[src/rtl/ula_exec_stage.sv]
// rtl/ula_exec_stage.sv - execute stage driving the ula ALU with a register bank and writeback
//
// Holds a REGS-entry operand bank and runs one ALU operation per issued instruction
// {op, ra, rb}, writing the ALU result back into ra (ra = ra op rb).
//
// Ports:
//   clk_in, rst_n_in                     clock, synchronous active-low reset
//   issue_valid_in / issue_ready_out     instruction handshake
//   issue_op_in, issue_ra_in, issue_rb_in  opcode, dest/first operand, second operand
//   ula_a_out, ula_b_out, ula_op_out     operands to the ALU (meaningful in EXEC only)
//   ula_result_in                        combinational result from the ALU
//   wr_valid_in, wr_addr_in, wr_data_in  load-path register write
//   done_valid_out / done_ready_in       completion handshake
//   done_addr_out, done_data_out         register written and its new value
//   rd_addr_in, rd_data_out              combinational debug read
//   busy_out                             high whenever an operation is in flight
module ula_exec_stage #(
    parameter int BITS = 8,
    parameter int OP   = 4,
    parameter int REGS = 4,
    parameter int AW   = $clog2(REGS)
) (
    input  logic            clk_in,
    input  logic            rst_n_in,
    input  logic            issue_valid_in,
    output logic            issue_ready_out,
    input  logic [OP-1:0]   issue_op_in,
    input  logic [AW-1:0]   issue_ra_in,
    input  logic [AW-1:0]   issue_rb_in,
    output logic [BITS-1:0] ula_a_out,
    output logic [BITS-1:0] ula_b_out,
    output logic [OP-1:0]   ula_op_out,
    input  logic [BITS-1:0] ula_result_in,
    input  logic            wr_valid_in,
    input  logic [AW-1:0]   wr_addr_in,
    input  logic [BITS-1:0] wr_data_in,
    output logic            done_valid_out,
    input  logic            done_ready_in,
    output logic [AW-1:0]   done_addr_out,
    output logic [BITS-1:0] done_data_out,
    input  logic [AW-1:0]   rd_addr_in,
    output logic [BITS-1:0] rd_data_out,
    output logic            busy_out
);

    localparam logic [1:0] S_IDLE = 2'd0;
    localparam logic [1:0] S_EXEC = 2'd1;
    localparam logic [1:0] S_DONE = 2'd2;

    logic [1:0]      state;
    logic [BITS-1:0] regs [REGS];
    logic [BITS-1:0] a_q;
    logic [BITS-1:0] b_q;
    logic [OP-1:0]   op_q;
    logic [AW-1:0]   dest_q;
    logic [BITS-1:0] res_q;

    logic            accept;
    logic            in_exec;
    logic [BITS-1:0] ra_val;
    logic [BITS-1:0] rb_val;

    // A new instruction may enter while the previous result is being taken,
    // which gives one instruction every two cycles under no backpressure.
    assign issue_ready_out = (state == S_IDLE) || ((state == S_DONE) && done_ready_in);
    assign accept          = issue_valid_in && issue_ready_out;
    assign in_exec         = (state == S_EXEC);

    // Issue can only be accepted in IDLE or DONE, where no ALU writeback is
    // pending, so only the load-path write needs forwarding into the operands.
    assign ra_val = (wr_valid_in && (wr_addr_in == issue_ra_in)) ? wr_data_in : regs[issue_ra_in];
    assign rb_val = (wr_valid_in && (wr_addr_in == issue_rb_in)) ? wr_data_in : regs[issue_rb_in];

    assign ula_a_out      = a_q;
    assign ula_b_out      = b_q;
    assign ula_op_out     = op_q;
    assign done_valid_out = (state == S_DONE);
    assign done_addr_out  = dest_q;
    assign done_data_out  = res_q;
    assign rd_data_out    = regs[rd_addr_in];
    assign busy_out       = (state != S_IDLE);

    // Register bank: the ALU writeback is assigned last so it wins a
    // same-address collision with the load path.
    always_ff @(posedge clk_in) begin
        if (!rst_n_in) begin
            for (int i = 0; i < REGS; i++) begin
                regs[i] <= '0;
            end
        end else begin
            if (wr_valid_in) begin
                regs[wr_addr_in] <= wr_data_in;
            end
            if (in_exec) begin
                regs[dest_q] <= ula_result_in;
            end
        end
    end

    always_ff @(posedge clk_in) begin
        if (!rst_n_in) begin
            state  <= S_IDLE;
            a_q    <= '0;
            b_q    <= '0;
            op_q   <= '0;
            dest_q <= '0;
            res_q  <= '0;
        end else begin
            case (state)
                S_IDLE, S_DONE: begin
                    if (accept) begin
                        a_q    <= ra_val;
                        b_q    <= rb_val;
                        op_q   <= issue_op_in;
                        dest_q <= issue_ra_in;
                        state  <= S_EXEC;
                    end else if (state == S_DONE && done_ready_in) begin
                        state <= S_IDLE;
                    end
                end
                S_EXEC: begin
                    res_q <= ula_result_in;
                    state <= S_DONE;
                end
                default: begin
                    state <= S_IDLE;
                end
            endcase
        end
    end

endmodule

[config.mk]
export PLATFORM = sky130hd
export DESIGN_NAME = ula_exec_stage
export DESIGN_NICKNAME = d
export VERILOG_FILES = /design/src/rtl/ula_exec_stage.sv
export SDC_FILE = /design/constraint.sdc
export NUM_CORES = 1
export LEC_CHECK = 0
export ABC_CLOCK_PERIOD_IN_PS = 2000
export BUFFER_PORTS_ARGS = -buffer_cell sky130_fd_sc_hd__buf_2
export CORE_MARGIN = 10
export CORE_UTILIZATION = 35
export CTS_CLUSTER_SIZE = 16
export DETAILED_ROUTE_END_ITERATION = 10
export HOLD_SLACK_MARGIN = 0.1
export SYNTH_ARGS = -nofsm -noshare
export SYNTH_HDL_FRONTEND = slang
export SYNTH_SLANG_ARGS = --single-unit
[constraint.sdc]
create_clock -name clk_in -period 2 [get_ports clk_in]
set_input_delay 0.1 -clock clk_in [delete_from_list [all_inputs] [get_ports clk_in]]
set_output_delay 0.1 -clock clk_in [all_outputs]
set_load 0.02 [all_outputs]
After elaboration in Yosys (flattened, before gate mapping)
Memory sizes are Yosys's and may differ from the RTL's. A register that Yosys moved wholly into a read port is not among the register bits.
Index checks and enable logic that the tools add are counted.
{"block": "word_totals", "word_cells": 35, "output_inout_bits": 41, "regBits": 16, "memories": 1, "mem_bits_rw": 32, "inputBits": 33}
{"name": "regs", "words": 4, "width": 8, "read_ports": 3, "rd_ports_with_merged_regs": 2, "write_ports": 4, "line_no": "51", "rtl": "logic [BITS-1:0] regs [REGS];"}
{"block": "classes", "muxes": 16, "reduce_logical": 11, "eq_ne": 3}
{"operator": "$mux W8", "count": 2}
{"operator": "$reduce_or A8 Y1", "count": 2}
{"operator": "$mux W1", "count": 9}
{"operator": "$mux W2", "count": 4}
{"operator": "$pmux W2 S2", "count": 1}
{"operator": "$ne A3 B3 Y1 const B", "count": 1}
{"operator": "$eq A2 B1 Y1 const B", "count": 1}
{"operator": "$eq A2 B2 Y1 const B", "count": 1}
{"operator": "$logic_and A1 B1 Y1", "count": 2}
{"operator": "$logic_not A1 Y1", "count": 2}
{"operator": "$logic_not A2 Y1", "count": 1}
{"operator": "$reduce_and A2 Y1", "count": 1}
{"operator": "$reduce_bool A2 Y1", "count": 1}
{"operator": "$reduce_or A2 Y1", "count": 1}
{"operator": "$logic_or A1 B1 Y1", "count": 1}

Longest topological paths before layout
Gate-level depths: netlist (run 1).
{"block": "depth", "ltp_word": 6, "depth_mapped": 6, "depth_no_buf": 4}

Least setup slack after synthesis (run 1)
Ideal clock, no wire load.
{"block": "synth_timing", "path_kind": "register to register", "from": "register state[0]", "to": "memory regs[3][0] (enable)", "t_arrival_ns": 1.492, "required_ns": 1.662, "setup_slack_ns": 0.170, "stages_incl_launch_ff": 6, "path_cell_list": "dfxtp_1 -> nor2b_1 -> and4_1 -> clkbuf_1 -> clkbuf_1 -> nand3b_1"}
{"element": "start: declaration", "line_no": "50", "rtl": "logic [1:0] state;"}
{"element": "start signal: assignment", "line_no": "102", "rtl": "state <= S_IDLE;"}
{"element": "start signal: assignment", "line_no": "116", "rtl": "state <= S_EXEC;"}
{"element": "start signal: assignment", "line_no": "118", "rtl": "state <= S_IDLE;"}
{"element": "end: declaration", "line_no": "51"}

Final worst setup path (run 1)
{"block": "layout_timing", "from": "input done_ready_in", "to": "register a_q[7] (netlist: ula_a_out[7]) (read register of regs)"}
{"block": "layout_via", "elab_chain_cells": 4}
{"element": "start: declaration", "line_no": "38", "rtl": "input logic done_ready_in,"}
{"element": "$logic_and A1 B1 Y1", "line_no": "65", "rtl": "assign issue_ready_out = (state == S_IDLE) || ((state == S_DONE) && done_ready_in);"}
{"element": "$logic_or A1 B1 Y1", "line_no": "65"}
{"element": "$logic_and A1 B1 Y1", "line_no": "66", "rtl": "assign accept = issue_valid_in && issue_ready_out;"}
{"element": "$reduce_and A2 Y1 (no line)"}
{"element": "end: declaration", "line_no": "52", "rtl": "logic [BITS-1:0] a_q;"}
Every way passes these cells.
A chain may end at the register's enable or synchronous reset.

==> impl_metrics.yaml, run 1 <==
outcome:
  status: "finished clean"
job:
  maxCapViolCount: 0
sta:
  setup_viol: 0
  relSlewSlack_pct: 69.5
  maxSlewViolCount: 0
  fmax_mhz: 547
  fin_skew_ps: 8.65
  hold_viol: 0
  tightestPinTransition_ps: 457
  period_needed_ps: 1830
  period_share_pct: 91.5
  tns_ps: 0
  grt_setup_unrepaired: "false"
clocking:
  cts_sinks: 64
  ctsRootBufferMaster: "clkbuf_8"
  post_cts_buffers: 0
  hold_buffers: 15
  clockBufferDepth: 2
  htreeDepth: 3
  numCtsBuffers: 9
  clock_latency_ps: 350
  clk_pin_slew_ps: 70
  cts_resized: 0
  cts_tree: "yes"
yosys:
  syn-num-nets: 415
  synth_most_common_cell: "nand2_1"
  yosysSeqAreaShare_pct: 43.1
  synth.area.top_cells: "edfxtp_1 (26%), dfxtp_1 (17%), mux4_2 (15%)"
  syn_area_mm2: 0.00372
  synth_commonest_cells: "nand2_1 (73), o21ai_0 (46), dfxtp_1 (32), edfxtp_1 (32), nand3_1 (26)"
  yosysWarnings: 0
  syn_inst: 382
  synth.top_cell.area_share_pct: 25.8
  ys_ff_latch: 64
  synth_ff_type: "edfxtp_1"
  async_flop_share_pct: 0
  ys_types: 41
  yosysTopAreaCell: "edfxtp_1"
  synth_edf_count: 32
  syn_area_per_cell_um2: 9.73
placed_design:
  hpwl_um: 8470
  io_buffer_count: 73
  globalplace.congestion: 0.840
final_layout:
  area_growth_pct: 23.2
  drive_above_1_share_pct: 29.1
  nNetsFinal: 498
  diodes: 0
  fillerInstances: 989
global_route:
  track_usage_pct: 14.5
  first_global_vias: 3223
  grt_max_degree: 40
  antenna_found_initial: 0
  grt_overflow: 0
  grt_pass1_wl_um: 17300
drt:
  drc: 0
  routedWlPerCell_um: 17.9
  drt-initial-drc-count: 300
  vias: 3234
  drt_wl_total_um: 10900
  dr.pass1.iters: 5
  ant_nets: 0
  via_per_inst: 5.34
floorplanning:
  rows: 37
  ioPinCount: 74
  die_w_um: 123
  die_h_um: 123
  dieArea_mm2: 0.0151
  start_util_pct: 36.0
  core_mm2: 0.0103
worst_setup_path:
  critPathKind: "input port to register"
  cp_num_buf_inv: 2
  timing.rr.start: "state[1]$_SDFFE_PN0P_"
  crit_path_start_kind: "input port"
  end_kind: "register"
  r2r-end: "ula_a_out[7]$_SDFFE_PN0P_"
  slowest_delay_ps: 580
  critPathTopFamily: "simple AND/OR/NAND/NOR gates"
  worstPathRequired_ps: 2210
  worstPathMaxFanout: 14
  r2r_slack_ps: 230
  arrival_ps: 2040
  crit_path_top_delay_cell: "or3b_1"
  worstRegToRegCells: 4
  crit_chain: "dlygate4sd3_1, buf_2, and2b_1, or3b_1, nor4_1, a311oi_1"
hold_path:
  whs_path_depth: 3
  holdPathEnd: "regs[2][3]$_DFFE_PP_"
  hp-class: "input port to register"
  min-delay-start: "wr_data_in[3]"
power:
  power_leakage_nw: 1.82
  p_int_mw: 2.31
  power_frac_seq_pct: 46.7
  netSwitchingFraction_pct: 29.5
  p_per_area_mw_per_mm2: 715
  p_comb_share_pct: 19.4
  switchingPower_mw: 0.967
  power.total_mw: 3.28
  irDropWorstVdd_uv: 305
  power_frac_clock_pct: 33.9
power by group through the flow:
stage | Sequential [mW] | Combinational (mW) | Clock [mW]
after floorplan | 1.59 | 0.351 | 0
after global placement | 1.55 | 0.611 | 0
after global routing | 1.54 | 0.693 | 1.19
after detailed placement | 1.56 | 0.617 | 0
final | 1.53 | 0.636 | 1.11
after CTS | 1.53 | 0.641 | 1.12
sequential cells by signal (all words and copies together), names as in the netlist:
signal         cells
regs              32
ula_a_out          8
state              2
done_data_out      8
done_addr_out      2
ula_op_out         4
ula_b_out          8
how the worst max path moves through the flow:
stage,to,cells after the start,start,slack (ps)
finish,ula_a_out[7]$_SDFFE_PN0P_,6,done_ready_in,170
global route,ula_a_out[0]$_SDFFE_PN0P_,6,done_ready_in,90
CTS,ula_a_out[7]$_SDFFE_PN0P_,6,done_ready_in,230
detailed placement,ula_a_out[5]$_SDFFE_PN0P_,6,rst_n_in,270
global placement,ula_b_out[3]$_SDFFE_PN0P_,6,rst_n_in,290
floorplan,regs[3][0]$_DFFE_PP_,5,state[0]$_SDFFE_PN0P_,170
tightest hold or removal path: stages:
cell and delay, ps:
buf_2 120, nand3_1 70, o21ai_0 70
area by class of cell:
class / instances / area, um^2 / area share (%)
clock inverters: 5 / 57.6 / 1.26
flip-flops and latches: 64 / 1600 / 35.0
multi-input cells: 268 / 1910 / 41.8
well taps: 136 / 170 / 3.71
clock buffers: 11 / 131 / 2.87
repair buffers: 105 / 643 / 14.0
inverters: 17 / 63.8 / 1.39
per-stage QoR:
step,worst slack [ps],cell area (um^2),cells,util [%],hold slack (ps)
2_1_floorplan,170,3720,382,-,245
3_3_place_gp,293,4240,575,41.1,352
3_5_place_dp,269,4240,575,41.1,361
4_1_cts,230,4580,606,44.4,103
5_1_grt,85.2,4580,606,44.4,123
6_report,170,4580,606,44.4,119
cell usage in the layout (no fill, tap or decap), drive strengths merged, types with 15 or more instances in the layout:
cell type	n
dfxtp	32
nand3	26
o21ai	48
inv	17
a31oi	16
edfxtp	32
buf	90
mux4	24
nand2	73
dlygate4sd3	15
metal layers:
metal	vias up	GRT usage [%]	share of wire (%)
met5	-	0	0
met2	112	23.4	47
met3	13	4.01	8.3
met1	1529	18.0	44
met4	0	6.04	1.4
li1	1580	-	-
kinds of logic after synthesis:
kind of cell	Yosys count	synth area share (%)
and+or+nand+nor	152	20.8
muxes	24	14.5
AOI/OAI and AO/OA	90	15.5
DFF	64	43.1
buffers and inverters	50	5.62
xor gates and xnor gates	2	0.471
(Power assumes the default switching activity.)
==> run 2, diff against run 1 <==
CORE_ASPECT_RATIO = 0.9   (was default)
PLACE_DENSITY_LB_ADDON = 0.12   (was default)
==> run 2 against run 1 <==
  * Maximum frequency decreased by 0.59%
  * Wire length down 0.79%
  * Global-route usage is 0.23 points lower
  * Die area hardly changed
  * Sequential share of layout area decreased by 0.67 points
  * Flip-flop and latch count unchanged
  * Clock power increased by 51%
  * Final cell count fell by 1.8%
  * Count of clock-buffer cells in the layout is the same
  * Worst setup slack got worse by 11 ps
  * Worst hold slack better by 2.7 ps
  * Critical endpoint is now ula_a_out[0]$_SDFFE_PN0P_
  * Highest routed layer unchanged
==> impl_metrics.yaml, run 2 (synthesized netlist as in run 1, its figures left out) <==
drt:
  wl_met2_um: 4980
  via_per_inst: 5.28
  vias: 3142
  ant_nets: 0
  dr.pass1.iters: 4
  drt_wl_total_um: 10800
  drc: 0
  met3WireLength_um: 694
  top_layer: "met4"
  wl_met1_um: 5060
  routedWlPerCell_um: 18.1
  drt-initial-drc-count: 239
sta:
  tightestPinTransition_ps: 528
  relSlewSlack_pct: 64.7
  period_needed_ps: 1840
  maxSlewViolCount: 0
  fin_skew_ps: 8.02
  tns_ps: 0
  hold_viol: 0
  grt_setup_unrepaired: "false"
  fmax_mhz: 543
  setup_viol: 0
  period_share_pct: 92.0
power:
  netSwitchingFraction_pct: 25.7
  power_frac_seq_pct: 39.9
  irDropWorstVdd_uv: 657
  switchingPower_mw: 0.987
  power_leakage_nw: 1.87
  p_int_mw: 2.85
  p_comb_share_pct: 16.4
  power_frac_clock_pct: 43.7
  p_per_area_mw_per_mm2: 822
final_layout:
  fillerInstances: 980
  final_cell_mix: "nand2_1 (73), buf_2 (73), o21ai_0 (46), dfxtp_1 (32), edfxtp_1 (32)"
  drive_above_1_share_pct: 29.2
  largest_register_ffs: 32
  diodes: 0
  final_cells: 595
  nNetsFinal: 494
  top_register: "regs"
  area_growth_pct: 25.6
clocking:
  clk_pin_slew_ps: 50
  post_cts_buffers: 0
  htreeDepth: 3
  ctsRootBufferMaster: "clkbuf_16"
  clock_latency_ps: 330
  clockBufferDepth: 2
  cts_resized: 0
  numCtsBuffers: 9
  cts_tree: "yes"
  cts_sinks: 64
global_route:
  grt_pass1_wl_um: 17300
  track_usage_pct: 14.3
  grt_max_degree: 36
  antenna_found_initial: 0
  grt_overflow: 0
  first_global_vias: 3231
floorplanning:
  die_h_um: 118
  dieArea_mm2: 0.0152
  start_util_pct: 36.1
  rows: 35
  die_w_um: 129
  ioPinCount: 74
  core_mm2: 0.0103
worst_setup_path:
  crit_path_top_delay_cell: "or3b_1"
  worstPathMaxFanout: 14
  worstPathRequired_ps: 2190
  crit_path_start_kind: "input port"
  critPathKind: "input port to register"
  slowest_delay_ps: 580
  end_kind: "register"
  arrival_ps: 2040
  crit_chain: "dlygate4sd3_1, buf_2, and2b_1, or3b_1, nor4_1, a311oi_1"
placed_design:
  io_buffer_count: 73
  dp.cells: 566
  hpwl_um: 8480
  globalplace.congestion: 0.810
job:
  maxCapViolCount: 0
hold_path:
  hp-class: "input port to register"
outcome:
  status: "finished clean"
[run 2: changes by cell type in the layout (fill, tap and decap cells not counted), sizes merged]
cell and change:
dlygate4sd3 -2, bufinv +1, clkinvlp -1, buf -2
[run 2: final timing paths]
| path | startpoint | to | slack, ps | cells after the start |
|---|---|---|---|---|
| hold reg to reg | ula_op_out[3]$_SDFFE_PN0P_ | ula_op_out[3]$_SDFFE_PN0P_ | 460 | 2 |
| setup / recovery | done_ready_in | ula_a_out[0]$_SDFFE_PN0P_ | 160 | 6 |
| hold / removal | wr_data_in[1] | regs[2][1]$_DFFE_PP_ | 120 | 3 |
| setup reg to reg | state[1]$_SDFFE_PN0P_ | ula_a_out[0]$_SDFFE_PN0P_ | 230 | 4 |
[run 2: per-layer routing]
layer	up-vias	GRT usage, %
li1	1570	-
met1	1479	18.5
met2	88	21.8
met3	5	5.27
met4	0	3.82
met5	-	0
[run 2: repair_timing]
action	in CTS	in global routing
hold buffers	13	0
endpoints found under the setup margin	0	0
hold endpoints to repair	13	0
[run 2: worst max-delay path, delay by kind of cell]
| kind | cells | cell delay, ps |
|---|---|---|
| buffers and inverters | 2 | 620 |
| AND/OR/NAND/NOR | 3 | 1220 |
| AO/OA/AOI/OAI | 1 | 90 |
[run 2: layout make-up]
type	instances	area, um^2	area share, %
Inverter	17	63.8	1.37
Multi-Input combinational cell	268	1910	41.0
Clock inverter	5	80.1	1.71
Tap cell	129	161	3.46
Sequential cell	64	1600	34.3
Timing Repair Buffer	101	608	13.0
Clock buffer	11	243	5.20
[run 2: power groups by stage]
stage / sequential [mW] / clock [mW] / combinational [mW]
6_report: 1.53 / 1.68 / 0.628
3_5_place_dp: 1.56 / 0 / 0.616
2_1_floorplan: 1.59 / 0 / 0.351
4_1_cts: 1.53 / 1.73 / 0.637
3_3_place_gp: 1.56 / 0 / 0.609
5_1_grt: 1.54 / 1.80 / 0.686
[run 2: through the flow]
| step | setup slack [ps] | hold slack (ps) | power [mW] | utilization, % | cell area [um^2] |
|---|---|---|---|---|---|
| after floorplan | 170 | 245 | 1.94 | - | 3720 |
| after global placement | 277 | 355 | 2.17 | 41.0 | 4220 |
| after detailed placement | 225 | 363 | 2.18 | 41.0 | 4220 |
| after CTS | 187 | 106 | 3.90 | 45.4 | 4670 |
| after global routing | 56.0 | 147 | 4.03 | 45.4 | 4670 |
| final | 159 | 122 | 3.84 | 45.4 | 4670 |
